[src/rtl/bus_arbiter_if.sv]
// bus_arbiter_if: requester, consumer and status signals of the two-way operand bus arbiter.
interface bus_arbiter_if #(parameter int DATA_WIDTH = 8);
  logic                  req0, ack0, req1, ack1;
  logic [DATA_WIDTH-1:0] data0, data1, bus_data;
  logic                  select, bus_valid, bus_ready, busy;
  modport master (output req0, data0, req1, data1, bus_ready,
                  input  ack0, ack1, select, bus_data, bus_valid, busy);
  modport slave  (input  req0, data0, req1, data1, bus_ready,
                  output ack0, ack1, select, bus_data, bus_valid, busy);
endinterface

[src/rtl/bus_arbiter.sv]
// bus_arbiter: round-robin, burst-bounded arbiter of two requesters onto one registered valid/ready bus.
module bus_arbiter #(
  parameter int DATA_WIDTH = 8,
  parameter int BURST_LEN  = 4
) (
  input logic          clk,
  input logic          rst_n,
  bus_arbiter_if.slave bus
);
  typedef enum logic [1:0] {IDLE, OWN0, OWN1} state_t;
  state_t                state, nxt, other;
  logic [3:0]            beat;
  logic                  last, accept, ack, own_req, oth_req, burst_end;
  logic [DATA_WIDTH-1:0] word;
  assign accept    = !bus.bus_valid || bus.bus_ready;
  assign bus.ack0  = state == OWN0 && bus.req0 && accept;
  assign bus.ack1  = state == OWN1 && bus.req1 && accept;
  assign ack       = bus.ack0 || bus.ack1;
  assign word      = bus.ack1 ? bus.data1 : bus.data0;
  assign bus.select = state == OWN1;
  assign bus.busy   = state != IDLE;
  always_comb begin
    other     = state == OWN0 ? OWN1 : OWN0;
    own_req   = state == OWN1 ? bus.req1 : bus.req0;
    oth_req   = state == OWN1 ? bus.req0 : bus.req1;
    burst_end = ack && beat == 4'(BURST_LEN - 1);
    nxt       = state;
    if (state == IDLE)
      nxt = (bus.req0 && bus.req1) ? (last ? OWN0 : OWN1) :
            bus.req0 ? OWN0 : bus.req1 ? OWN1 : IDLE;
    else if (burst_end)
      nxt = oth_req ? other : state;
    else if (!own_req)
      nxt = oth_req ? other : IDLE;
  end
  always_ff @(posedge clk or negedge rst_n) begin
    if (!rst_n) begin
      state         <= IDLE;
      last          <= 1'b1;
      beat          <= '0;
      bus.bus_data  <= '0;
      bus.bus_valid <= 1'b0;
    end else begin
      state <= nxt;
      // any grant (fresh or handover) restarts the burst count and records the owner
      if (nxt != state && nxt != IDLE) begin
        last <= nxt == OWN1;
        beat <= '0;
      end else if (burst_end)
        beat <= '0;
      else if (ack)
        beat <= beat + 4'd1;
      if (ack) begin
        bus.bus_data  <= word;
        bus.bus_valid <= 1'b1;
      end else if (bus.bus_ready)
        bus.bus_valid <= 1'b0;
    end
  end
endmodule

[src/flat_wrapper.sv]
// flat-port wrapper written by rule: the top's interface ports become plain ports
module bus_arbiter_flat 
#(
  parameter int DATA_WIDTH = 8,
  parameter int BURST_LEN  = 4
)
  (clk, rst_n, bus_req0, bus_data0, bus_req1, bus_data1, bus_bus_ready, bus_ack0, bus_ack1, bus_select, bus_bus_data, bus_bus_valid, bus_busy);
  bus_arbiter_if #(.DATA_WIDTH(DATA_WIDTH)) bus_i ();
  input logic clk;
  input logic rst_n;
  input wire logic [$bits(bus_i.req0)-1:0] bus_req0;
  input wire logic [$bits(bus_i.data0)-1:0] bus_data0;
  input wire logic [$bits(bus_i.req1)-1:0] bus_req1;
  input wire logic [$bits(bus_i.data1)-1:0] bus_data1;
  input wire logic [$bits(bus_i.bus_ready)-1:0] bus_bus_ready;
  output wire logic [$bits(bus_i.ack0)-1:0] bus_ack0;
  output wire logic [$bits(bus_i.ack1)-1:0] bus_ack1;
  output wire logic [$bits(bus_i.select)-1:0] bus_select;
  output wire logic [$bits(bus_i.bus_data)-1:0] bus_bus_data;
  output wire logic [$bits(bus_i.bus_valid)-1:0] bus_bus_valid;
  output wire logic [$bits(bus_i.busy)-1:0] bus_busy;
  assign bus_i.req0 = bus_req0;
  assign bus_i.data0 = bus_data0;
  assign bus_i.req1 = bus_req1;
  assign bus_i.data1 = bus_data1;
  assign bus_i.bus_ready = bus_bus_ready;
  assign bus_ack0 = bus_i.ack0;
  assign bus_ack1 = bus_i.ack1;
  assign bus_select = bus_i.select;
  assign bus_bus_data = bus_i.bus_data;
  assign bus_bus_valid = bus_i.bus_valid;
  assign bus_busy = bus_i.busy;
  bus_arbiter #(.DATA_WIDTH(DATA_WIDTH), .BURST_LEN(BURST_LEN)) u_core (.clk(clk), .rst_n(rst_n), .bus(bus_i));
endmodule
[config.mk]
export PLATFORM = sky130hd
export DESIGN_NAME = bus_arbiter_flat
export DESIGN_NICKNAME = d
export VERILOG_FILES = /design/src/rtl/bus_arbiter_if.sv /design/src/rtl/bus_arbiter.sv /design/src/flat_wrapper.sv
export SDC_FILE = /design/constraint.sdc
export NUM_CORES = 1
export LEC_CHECK = 0
export CAP_MARGIN = 20
export CORE_MARGIN = 2
export CORE_UTILIZATION = 50
export CTS_BUF_LIST = sky130_fd_sc_hd__clkbuf_4
export DETAILED_ROUTE_END_ITERATION = 10
export PLACE_DENSITY = 0.85
export SYNTH_ARGS = -nofsm -noshare
export SYNTH_HDL_FRONTEND = slang
export SYNTH_SLANG_ARGS = --single-unit
[constraint.sdc]
create_clock -name clk -period 3.1 [get_ports clk]
set_input_delay 0.465 -clock clk [delete_from_list [all_inputs] [get_ports clk]]
set_output_delay 0.465 -clock clk [all_outputs]
set_load 0.03 [all_outputs]
Word-level counts from Yosys, hierarchy flattened
Index checks and enable logic that the tools add are counted.
{"block": "word_totals", "register_bits": 16, "inputBits": 21, "out_inout_bits": 13, "elab_cells": 44}
{"block": "classes", "add_sub_neg": 1, "eq_ne": 5, "muxes": 18, "reduce_logical": 15}
{"operator": "2-bit two-way mux", "n": 10}
{"operator": "4-bit two-way mux", "n": 3}
{"operator": "8-bit two-way mux", "n": 1}
{"operator": "1-bit logical AND", "n": 7}
{"operator": "2-bit nonzero test", "n": 3}
{"operator": "4-bit by 1-bit adder with 4-bit output (second input constant)", "n": 1}
{"operator": "2-bit == test (second input constant)", "n": 2}
{"operator": "4-bit by 2-bit == test with 1-bit output (second input constant)", "n": 1}
{"operator": "1-bit two-way mux", "n": 4}
{"operator": "3-bit nonzero test", "n": 1}
{"operator": "2-bit by 1-bit == test with 1-bit output (second input constant)", "n": 1}
{"operator": "2-bit logical NOT", "n": 1}
{"operator": "1-bit logical OR", "n": 2}
{"operator": "2-bit inequality test", "n": 1}
{"operator": "1-bit logical NOT", "n": 1}

Longest topological paths before layout
{"block": "logic_depth", "word_depth": 10, "mapped_depth": 7, "depth_no_buf": 5}

Worst setup path after synthesis
No wires, ideal clock.
{"block": "synth_timing", "path_type": "register to output", "from": "register u_core.bus.bus_valid", "to": "output port bus_ack0", "arrival_ns": 1.365, "t_required_ns": 2.635, "setup_slack_ns": 1.270, "path_stages_with_launch": 3, "n_path_buf": 0, "cell_sequence": "dfrtp_1 -> nor2b_1 -> nor3_1"}
{"block": "synth_between", "elab_chain_len": 3}
{"item": "from (decl)", "line_no": "bus_arbiter_if.sv:9", "rtl": "output ack0, ack1, select, bus_data, bus_valid, busy);"}
{"item": "from (signal assigned)", "line_no": "bus_arbiter.sv:42", "rtl": "bus.bus_valid <= 1'b0;"}
{"item": "from (signal assigned)", "line_no": "bus_arbiter.sv:55", "rtl": "bus.bus_valid <= 1'b1;"}
{"item": "from (signal assigned)", "line_no": "bus_arbiter.sv:57", "rtl": "bus.bus_valid <= 1'b0;"}
{"item": "1-bit logical NOT", "line_no": "bus_arbiter.sv:15", "rtl": "assign accept = !bus.bus_valid || bus.bus_ready;"}
{"item": "1-bit logical OR", "line_no": "bus_arbiter.sv:15"}
{"item": "1-bit logical AND", "line_no": "bus_arbiter.sv:16", "rtl": "assign bus.ack0 = state == OWN0 && bus.req0 && accept;"}
{"item": "to (decl)", "line_no": "flat_wrapper.sv:16", "rtl": "output wire logic [$bits(bus_i.ack0)-1:0] bus_ack0;"}
No other way between the ends.

Final worst setup path
{"block": "layout_timing", "from": "input port bus_req0", "to": "output port bus_ack0"}
{"block": "layout_between", "elab_chain_len": 2}
{"item": "from (decl)", "line_no": "flat_wrapper.sv:11", "rtl": "input wire logic [$bits(bus_i.req0)-1:0] bus_req0;"}
{"item": "1-bit logical AND (2 in series)", "line_no": "bus_arbiter.sv:16"}
No other way between the ends.

==> flow_metrics.env <==
export IMPL_status="complete, no violations"
export IMPL_setup_viol=0
export IMPL_syn_area_per_cell_um2=9.26
export IMPL_syn_to_final_growth_pct=35.3
export IMPL_grt_max_degree=17
export IMPL_cp_max_fo=10
export IMPL_diodes=0
export IMPL_leakage_nw=0.550
export IMPL_drive_gt1_share_pct=8.76
export IMPL_period_minus_slack_ns=2.65
export IMPL_drv_slew=0
export IMPL_hold_buffers=0
export IMPL_clockRootBuffer="clkbuf_4"
export IMPL_place_hpwl_um=1700
export IMPL_antenna_found_initial=0
export IMPL_rsz0062_at_grt="false"
export IMPL_cts_resized=0
export IMPL_ys_top_cells_by_area="dfrtp_1 39%, mux2i_1 9.3%, o21ai_0 5.1%, nand2_1 5.0%, buf_4 3.1%"
export IMPL_fp_coreArea_mm2=0.00178
export IMPL_max_freq_mhz=377
export IMPL_start_kind="input port"
export IMPL_wl_um=2150
export IMPL_finalHoldViolCount=0
export IMPL_power_density_mw_per_mm2=741
export IMPL_ys_ff_latch=16
export IMPL_clock_skew_ns=0.00267
export IMPL_grt_usage_pct=21.4
export IMPL_synth_cell_area_um2=972
export IMPL_clock_latency_ns=0.29
export IMPL_drc=0
export IMPL_tritoncts="done"
export IMPL_synth_edff_count=0
export IMPL_initial_utilization_pct=54.5
export IMPL_syn_nets=127
export IMPL_fp_dieH_um=48.1
export IMPL_ys_flop_type="dfrtp_1"
export IMPL_num_rows=15
export IMPL_grt_pass1_wl_um=3380
export IMPL_nets=160
export IMPL_post_place_ws_ns=0.453
export IMPL_min_period_over_period_pct=85.5
export IMPL_synthArstFlopShare_pct=100
export IMPL_grt_pass1_vias=824
export IMPL_gp_congestion=0.837
export IMPL_synth_common_cells="15 x dfrtp_1, 13 x nand2_1, 10 x o21ai_0"
export IMPL_worstSetupEndpointType="primary output"
export IMPL_syn_inst=105
export IMPL_antenna_left=0
export IMPL_fin_ws_ns=0.449
export IMPL_synth_most_common_cell="dfrtp_1"
export IMPL_cts_setup_buffers=0
export IMPL_worstSetupPathType="input port to primary output"
export IMPL_required_ns=2.63
export IMPL_numCtsBuffers=3
export IMPL_clock_path_buffers=2
export IMPL_ios=34
export IMPL_min_path_cells=2
export IMPL_portBuffers=33
export IMPL_viasPerCell=5.49
export IMPL_fillCellCount=132
export IMPL_design_die_area_mm2=0.00231
export IMPL_synth_top_area_share_pct=38.6
export IMPL_reg2regPathDepth=5
export IMPL_num_vias=890
export IMPL_overflow=0
export IMPL_yosysSeqAreaShare_pct=41.3
export IMPL_wl_per_cell_um=13.3
export IMPL_tightest_slew_ns=0.667
export IMPL_slew_headroom_pct=55.4
export IMPL_yosysWarningCount=0
export IMPL_die_w_um=48.1
export IMPL_arrival_ns=2.19
export IMPL_yosys_area_top_type="dfrtp_1"
export IMPL_cts_sink_count=16
export IMPL_hold_path_class="register to register"
export IMPL_peakVddDrop_v=0.000500
export IMPL_initialDrtViolationCount=19
export IMPL_setup_tns_ns=0
export IMPL_ys_types=33
export IMPL_clkTransAtPathRegs_ns=0.09
export IMPL_htree_levels=1
export IMPL_drt_pass1_iterations=4
export IMPL_cap_violations=0
==> final timing paths <==
check | start | endpoint | slack, ns
min in group asynchronous | rst_n | u_core.bus.bus_data[2] | 0.57
worst min register to register | u_core.bus.bus_data[5] | u_core.bus.bus_data[5] | 0.48
worst max-delay path | bus_req0 | bus_ack0 | 0.45
max in group asynchronous | rst_n | u_core.bus.bus_data[7] | 2.10
worst max register to register | u_core.beat[0] | u_core.beat[0] | 1.47
worst min-delay path | u_core.bus.bus_data[5] | u_core.bus.bus_data[5] | 0.48
==> metal layers <==
layer	part of all wire (%)	GRT usage, %	vias to the layer above
li1	-	-	438
met1	42	26.4	406
met2	47	36.3	41
met3	8.9	2.96	5
met4	2.3	11.4	0
met5	0	0	-
==> cell type report <==
type	count	area, um2	share of cell area (%)
multi-input combinational	77	494	37.6
sequential	16	402	30.5
timing repair buffer	35	343	26.1
tap	25	31.3	2.38
clock buffer	3	22.5	1.71
inverter	5	18.8	1.43
clock inverter	1	3.75	0.285
==> state kept, by name, indices dropped and copies added (netlist names) <==
register,count
u_core.bus.bus_data,8
u_core.beat,4
u_core.state,2
u_core.bus.bus_valid,1
u_core.last,1
==> cell families (layout without fill, tap and decap cells) <==
logic type,Yosys count,count (layout),synth area share [%]
simple gates,36,36,18.9
compound gates,29,29,19.6
mux,9,9,9.27
fa+ha+maj,1,1,1.29
xor+xnor,2,2,1.80
flops,16,16,41.3
buf+inv,12,44,7.85
==> where the power goes <==
| group | internal (mW) | switching [mW] |
|---|---|---|
| Sequential | 0.288 | 0.0579 |
| Clock | 0.0469 | 0.0658 |
| Combinational | 0.229 | 0.287 |
==> worst max-delay path, stage by stage <==
cell	delay [ns]
clkdlybuf4s50_1	0.67
nand2_1	0.16
nor3_1	0.18
clkdlybuf4s50_1	0.70
==> cells in the final DEF (no fill, tap or decap), types with 3 or more instances in the layout <==
master,instances
nand2_1,13
a21oi_1,4
nor2b_1,3
clkbuf_4,3
buf_4,3
dfrtp_1,15
o21ai_0,10
clkdlybuf4s50_1,32
o22ai_1,3
nor2_1,8
inv_1,5
mux2i_1,9
==> per-stage QoR <==
stage          hold slack [ns]  instances  util (%)  cell area (um2)  power (mW)
2_1_floorplan            0.169        105         -              972       0.686
3_3_place_gp             0.464        158      72.3             1290       0.854
3_5_place_dp             0.470        158      72.3             1290       0.871
4_1_cts                  0.492        162      73.8             1320       0.984
5_1_grt                  0.524        162      73.8             1320        1.04
6_report                 0.482        162      73.8             1320       0.974
(Power assumes the default switching activity.)
